### src/rtl/register_file_mp.sv
// Multi-read-port register file with optional write-to-read bypass and a
// per-register pending-write (busy) scoreboard; register 0 is constant zero.
module register_file_mp #(
  parameter int XLEN     = 32,
  parameter int NUM_REGS = 32,
  parameter int NUM_READ = 2,
  parameter int BYPASS   = 1,
  localparam int AW      = $clog2(NUM_REGS)
) (
  input  logic                     clk,
  input  logic                     rst,
  input  logic                     wr_en,
  input  logic [AW-1:0]            wr_addr,
  input  logic [XLEN-1:0]          wr_data,
  input  logic [NUM_READ*AW-1:0]   rd_addr,
  output logic [NUM_READ*XLEN-1:0] rd_data,
  output logic [NUM_READ-1:0]      rd_busy,
  input  logic                     issue_en,
  input  logic [AW-1:0]            issue_rd,
  output logic                     any_busy
);

  logic [XLEN-1:0]     r_regs [NUM_REGS];
  logic [NUM_REGS-1:0] r_busy;
  logic [NUM_REGS-1:0] w_busy_next;
  logic                w_wr_valid;
  logic                w_iss_valid;

  assign w_wr_valid  = wr_en && (wr_addr != '0);
  assign w_iss_valid = issue_en && (issue_rd != '0);

  always_ff @(posedge clk or posedge rst) begin
    if (rst) begin
      for (int unsigned i = 0; i < NUM_REGS; i++) begin
        r_regs[i] <= '0;
      end
    end else if (w_wr_valid) begin
      r_regs[wr_addr] <= wr_data;
    end
  end

  // Set is applied after clear so a new producer supersedes the retiring one.
  always_comb begin
    w_busy_next = r_busy;
    if (w_wr_valid) begin
      w_busy_next[wr_addr] = 1'b0;
    end
    if (w_iss_valid) begin
      w_busy_next[issue_rd] = 1'b1;
    end
    w_busy_next[0] = 1'b0;
  end

  always_ff @(posedge clk or posedge rst) begin
    if (rst) begin
      r_busy <= '0;
    end else begin
      r_busy <= w_busy_next;
    end
  end

  assign any_busy = !rst && (|r_busy);

  for (genvar g = 0; g < NUM_READ; g++) begin : g_rd
    logic [AW-1:0]   w_addr;
    logic            w_hit;
    logic [XLEN-1:0] w_data;
    logic            w_busy;

    assign w_addr = rd_addr[g*AW +: AW];
    assign w_hit  = (BYPASS != 0) && w_wr_valid && (wr_addr == w_addr);

    // Reset gating matters only for the bypass path; storage is already zero.
    always_comb begin
      w_data = r_regs[w_addr];
      w_busy = r_busy[w_addr];
      if (rst || (w_addr == '0)) begin
        w_data = '0;
        w_busy = 1'b0;
      end else if (w_hit) begin
        w_data = wr_data;
        w_busy = 1'b0;
      end
    end

    assign rd_data[g*XLEN +: XLEN] = w_data;
    assign rd_busy[g]              = w_busy;
  end

endmodule
### config.mk
export PLATFORM = sky130hd
export DESIGN_NAME = register_file_mp
export DESIGN_NICKNAME = d
export VERILOG_FILES = /design/src/rtl/register_file_mp.sv
export SDC_FILE = /design/constraint.sdc
export NUM_CORES = 2
export LEC_CHECK = 0
export BUFFER_PORTS_ARGS = -buffer_cell sky130_fd_sc_hd__buf_2
export CORE_MARGIN = 4
export CORE_UTILIZATION = 40
export DETAILED_ROUTE_END_ITERATION = 10
export GPL_TIMING_DRIVEN = 1
export PLACE_DENSITY = 0.63
export SLEW_MARGIN = 30
export SYNTH_ARGS = -nofsm -noshare
export SYNTH_HDL_FRONTEND = slang
export SYNTH_SLANG_ARGS = --single-unit
export TNS_END_PERCENT = 20
### constraint.sdc
create_clock -name clk -period 46.5 [get_ports clk]
set_clock_uncertainty 0.15 [all_clocks]
set_input_delay 9.3 -clock clk [delete_from_list [all_inputs] [get_ports clk]]
set_output_delay 9.3 -clock clk [all_outputs]
set_load 0.005 [all_outputs]
==> key figures <==
Status
  • Status: finished, final reports clean

Timing
  • Slew of the pin with the lowest slew margin: about 1.1 ns
  • Slew Viols, Final: 0
  • Setup TNS: 0 ns
  • Final cycle utilization of the critical path: 0.4885
  • RSZ-0062 raised after global routing: no
  • Slew margin rel.: 0.2896
  • Setup violators final: 0
  • Setup ws final: approximately 24 ns
  • Min Tclk post-route: between 20 and 25 ns
  • Peak Freq: around 44 MHz
  • Count of final hold-check violations: 0

Worst setup path
  • CP max-delay cell: buf_2
  • CP endpoint kind: output pin
  • RR Startpoint: r_regs[373]
  • Reg2Reg Setup Slack: about 45 ns
  • Crit path from: rd_addr[9]
  • Critical path startpoint category: input pin
  • Critical path cell sequence: buf_2 > buf_4 > nor2_1 > a31oi_1 > nor4b_4 > buf_4 > a22o_1 > buf_2
  • CP required: 37.05 ns
  • CP Class: in2out
  • Worst-path fanout max: 27
  • Worst Path Arrival: 13.26 ns
  • Cells on worst reg2reg path: 1
  • Reg2Reg Capture Point: r_regs[373]
  • CP peak stage delay: ~0.68 ns

Pwr
  • Lkg Pwr: 28.33 nW
  • Max IR drop VDD: around 28 uV
  • Power per cell area: 42.67 nW/um2
  • Tot Pwr: 2.708 mW

Global routing
  • Largest net degree at the start of global routing: around 170
  • First-pass GRT wire length: roughly 290000 um
  • GR Util All Layers: 0.2637
  • GRT met3 Usage: 0.04871
  • Met2 usage: 0.4154
  • Met1 usage in global routing: 0.3519
  • Busiest grt layer: met2
  • Vias in the first global route: roughly 41000
  • GR Overflow Total: 0
  • Initial antenna violation count: 17

Hold path
  • Endpoint with the worst hold slack: r_regs[994]
  • Hold Path Stages: 0
  • Hold crit path type: reg2reg
  • Worst hold start: r_regs[994]

Floorplan
  • Die Span Y: a little under 400 um
  • Core footprint: 142100 um2
  • Die area: between 100000 and 150000 um2
  • Die W: between 300 and 400 um
  • Row cnt: between 100 and 150
  • Initial Util: 0.4042
  • I/O pin total: approximately 120

CTS
  • Post-CTS Resized: 0
  • Number of post-CTS setup repair buffers: 0
  • Clk slew on worst S/H paths: about 0.060 ns
  • Clock sinks: ~1100
  • H-Tree Depth: 3
  • Root Driver: clkbuf_16
  • Clock buffer depth: 3
  • TritonCTS clock tree: yes
  • Clock Latency Late Sink: between 0.7 and 0.8 ns
  • Hold bufs inserted after CTS: 0
  • CTS buffer count: 113

Logic synthesis
  • Synth warn: 0
  • Post-synthesis instance total: about 4300
  • Most used DFF post-synth: dfrtp_1
  • Sequential share of the synthesized area: 0.4596
  • Synth cell types: ~50
  • Synth async-reset ratio: 1.000
  • Syn nets: around 4400
  • Yosys reg bits: roughly 1100
  • EDFF count, synth: 0
  • Mapped Avg Cell Area: between 10 and 15 um2
  • Cell Area, Synth: 57440 um2

Route
  • Post-DRT Antenna Nets: 0
  • Final Routed Wirelength: 201400 um
  • Via density: around 6.5
  • Remaining DRCs: 0
  • 1st-pass router iterations: 5
  • Vias: around 40000
  • Routed wire length per instance: approximately 33 um
  • Number of DRC markers in iteration 0: around 4300

Placed design
  • DPL Wire Length: roughly 110000 um
  • GP Congestion: 0.8587
  • Place WS: roughly 24 ns
  • Placed cells: around 5900
  • Port Buffers: ~120

Job
  • Max-cap violations: 0

Final layout
  • Fraction of layout cells with a size suffix above 1: 0.4038
  • Final cell count without fillers: roughly 6200
  • Most frequent cells in the layout: dfrtp_1, mux2_2, mux2i_1, mux4_2, a22oi_1
  • # nets final: 4229
  • Synthesis-to-layout area growth: 10.46%
  • Most common cell after layout, fill and taps aside: dfrtp_1
  • Fillers: around 13000
-- registers in the layout (all words and copies together), names as in the netlist --
name / count
r_busy: 31
r_regs: 1024
-- routing by layer --
layer	up-vias	routed length, um
met5	-	63
met4	10	11030
met3	600	16310
met2	2065	92860
met1	21158	81180
li1	16161	-
-- worst max-delay path by stage --
stage	slack [ns]	cells past startpoint	end
2_1_floorplan	7.35	1	r_busy[10]
3_3_place_gp	23.73	8	rd_data[55]
3_5_place_dp	23.71	8	rd_data[55]
4_1_cts	23.70	8	rd_data[55]
5_1_grt	23.86	8	rd_data[55]
6_report	23.79	8	rd_data[55]
-- stage by stage --
step	hold slack (ns)	utilization	instance area (um2)
final	0.2435	0.4465	63450
after global routing	0.2615	0.4464	63440
after CTS	0.2447	0.4460	63380
after detailed placement	0.2313	0.4190	59540
after global placement	0.2263	0.4186	59490
after floorplan	0.2883	-	57440
-- final cells by class --
| class | instances | area, um2 | area share |
|---|---|---|---|
| Clock buffer | 167 | 3385 | 0.05334 |
| Multi-Input combinational cell | 2788 | 29350 | 0.4625 |
| Antenna cell | 6 | 15.01 | 0.0002366 |
| Tap cell | 1890 | 2365 | 0.03727 |
| Sequential cell | 1055 | 26400 | 0.4161 |
| Timing Repair Buffer | 211 | 1460 | 0.02301 |
| Inverter | 4 | 27.53 | 0.0004338 |
| Clock inverter | 42 | 450.4 | 0.007099 |
-- where the power goes --
part	internal, mW	leakage [nW]	switching [mW]	total, mW
registers	1.09	13.5	0.135	1.23
logic	0.299	12.9	0.245	0.543
clock network	0.542	1.91	0.394	0.936
-- critical path: cells and delay by family --
family | cells | cell delay (ns)
buffers and inverters | 4 | 2.16
and+or+nand+nor | 2 | 0.78
AOI/OAI and AO/OA | 2 | 0.99
-- logic make-up after synthesis --
family,after synthesis,synth area share
xor+xnor,10,0.001525
compound gates,553,0.06831
flops,1055,0.4596
mux,1861,0.4044
simple gates,364,0.03091
buf+inv,480,0.03526
-- Yosys cell counts, types with 3 or more instances --
| cell | number | area share |
|---|---|---|
| a22oi_1 | 165 | 0.022 |
| a221oi_1 | 15 | 0.0023 |
| nor3b_1 | 10 | 0.0013 |
| o22ai_1 | 43 | 0.0047 |
| a32o_1 | 29 | 0.0051 |
| xnor2_1 | 10 | 0.0015 |
| nand3_1 | 64 | 0.0056 |
| nand2_1 | 123 | 0.0080 |
| o21ai_0 | 33 | 0.0029 |
| o31ai_1 | 3 | 0.00039 |
| clkbuf_1 | 228 | 0.015 |
| mux2i_1 | 559 | 0.097 |
| a31oi_1 | 6 | 0.00065 |
| o211ai_1 | 20 | 0.0026 |
| buf_1 | 77 | 0.0050 |
| mux2_2 | 997 | 0.20 |
| nand4b_1 | 5 | 0.00076 |
| a22o_1 | 66 | 0.010 |
| nor3_1 | 20 | 0.0017 |
| dfrtp_1 | 1055 | 0.46 |
| nor2b_1 | 22 | 0.0024 |
| nand2b_1 | 6 | 0.00065 |
| or2_2 | 5 | 0.00054 |
| and2_1 | 5 | 0.00054 |
| a2111oi_0 | 9 | 0.0014 |
| a221o_1 | 14 | 0.0024 |
| nor4_1 | 7 | 0.00076 |
| nand3b_1 | 5 | 0.00065 |
| mux4_2 | 264 | 0.10 |
| and3_1 | 3 | 0.00033 |
| buf_2 | 167 | 0.015 |
| nand4_1 | 21 | 0.0023 |
| a211oi_1 | 19 | 0.0025 |
| or3_1 | 4 | 0.00044 |
| buf_4 | 4 | 0.00052 |
| mux2_1 | 41 | 0.0080 |
| a21oi_1 | 123 | 0.011 |
| nor2_1 | 58 | 0.0038 |
Power figures use the tool's default switching activity.
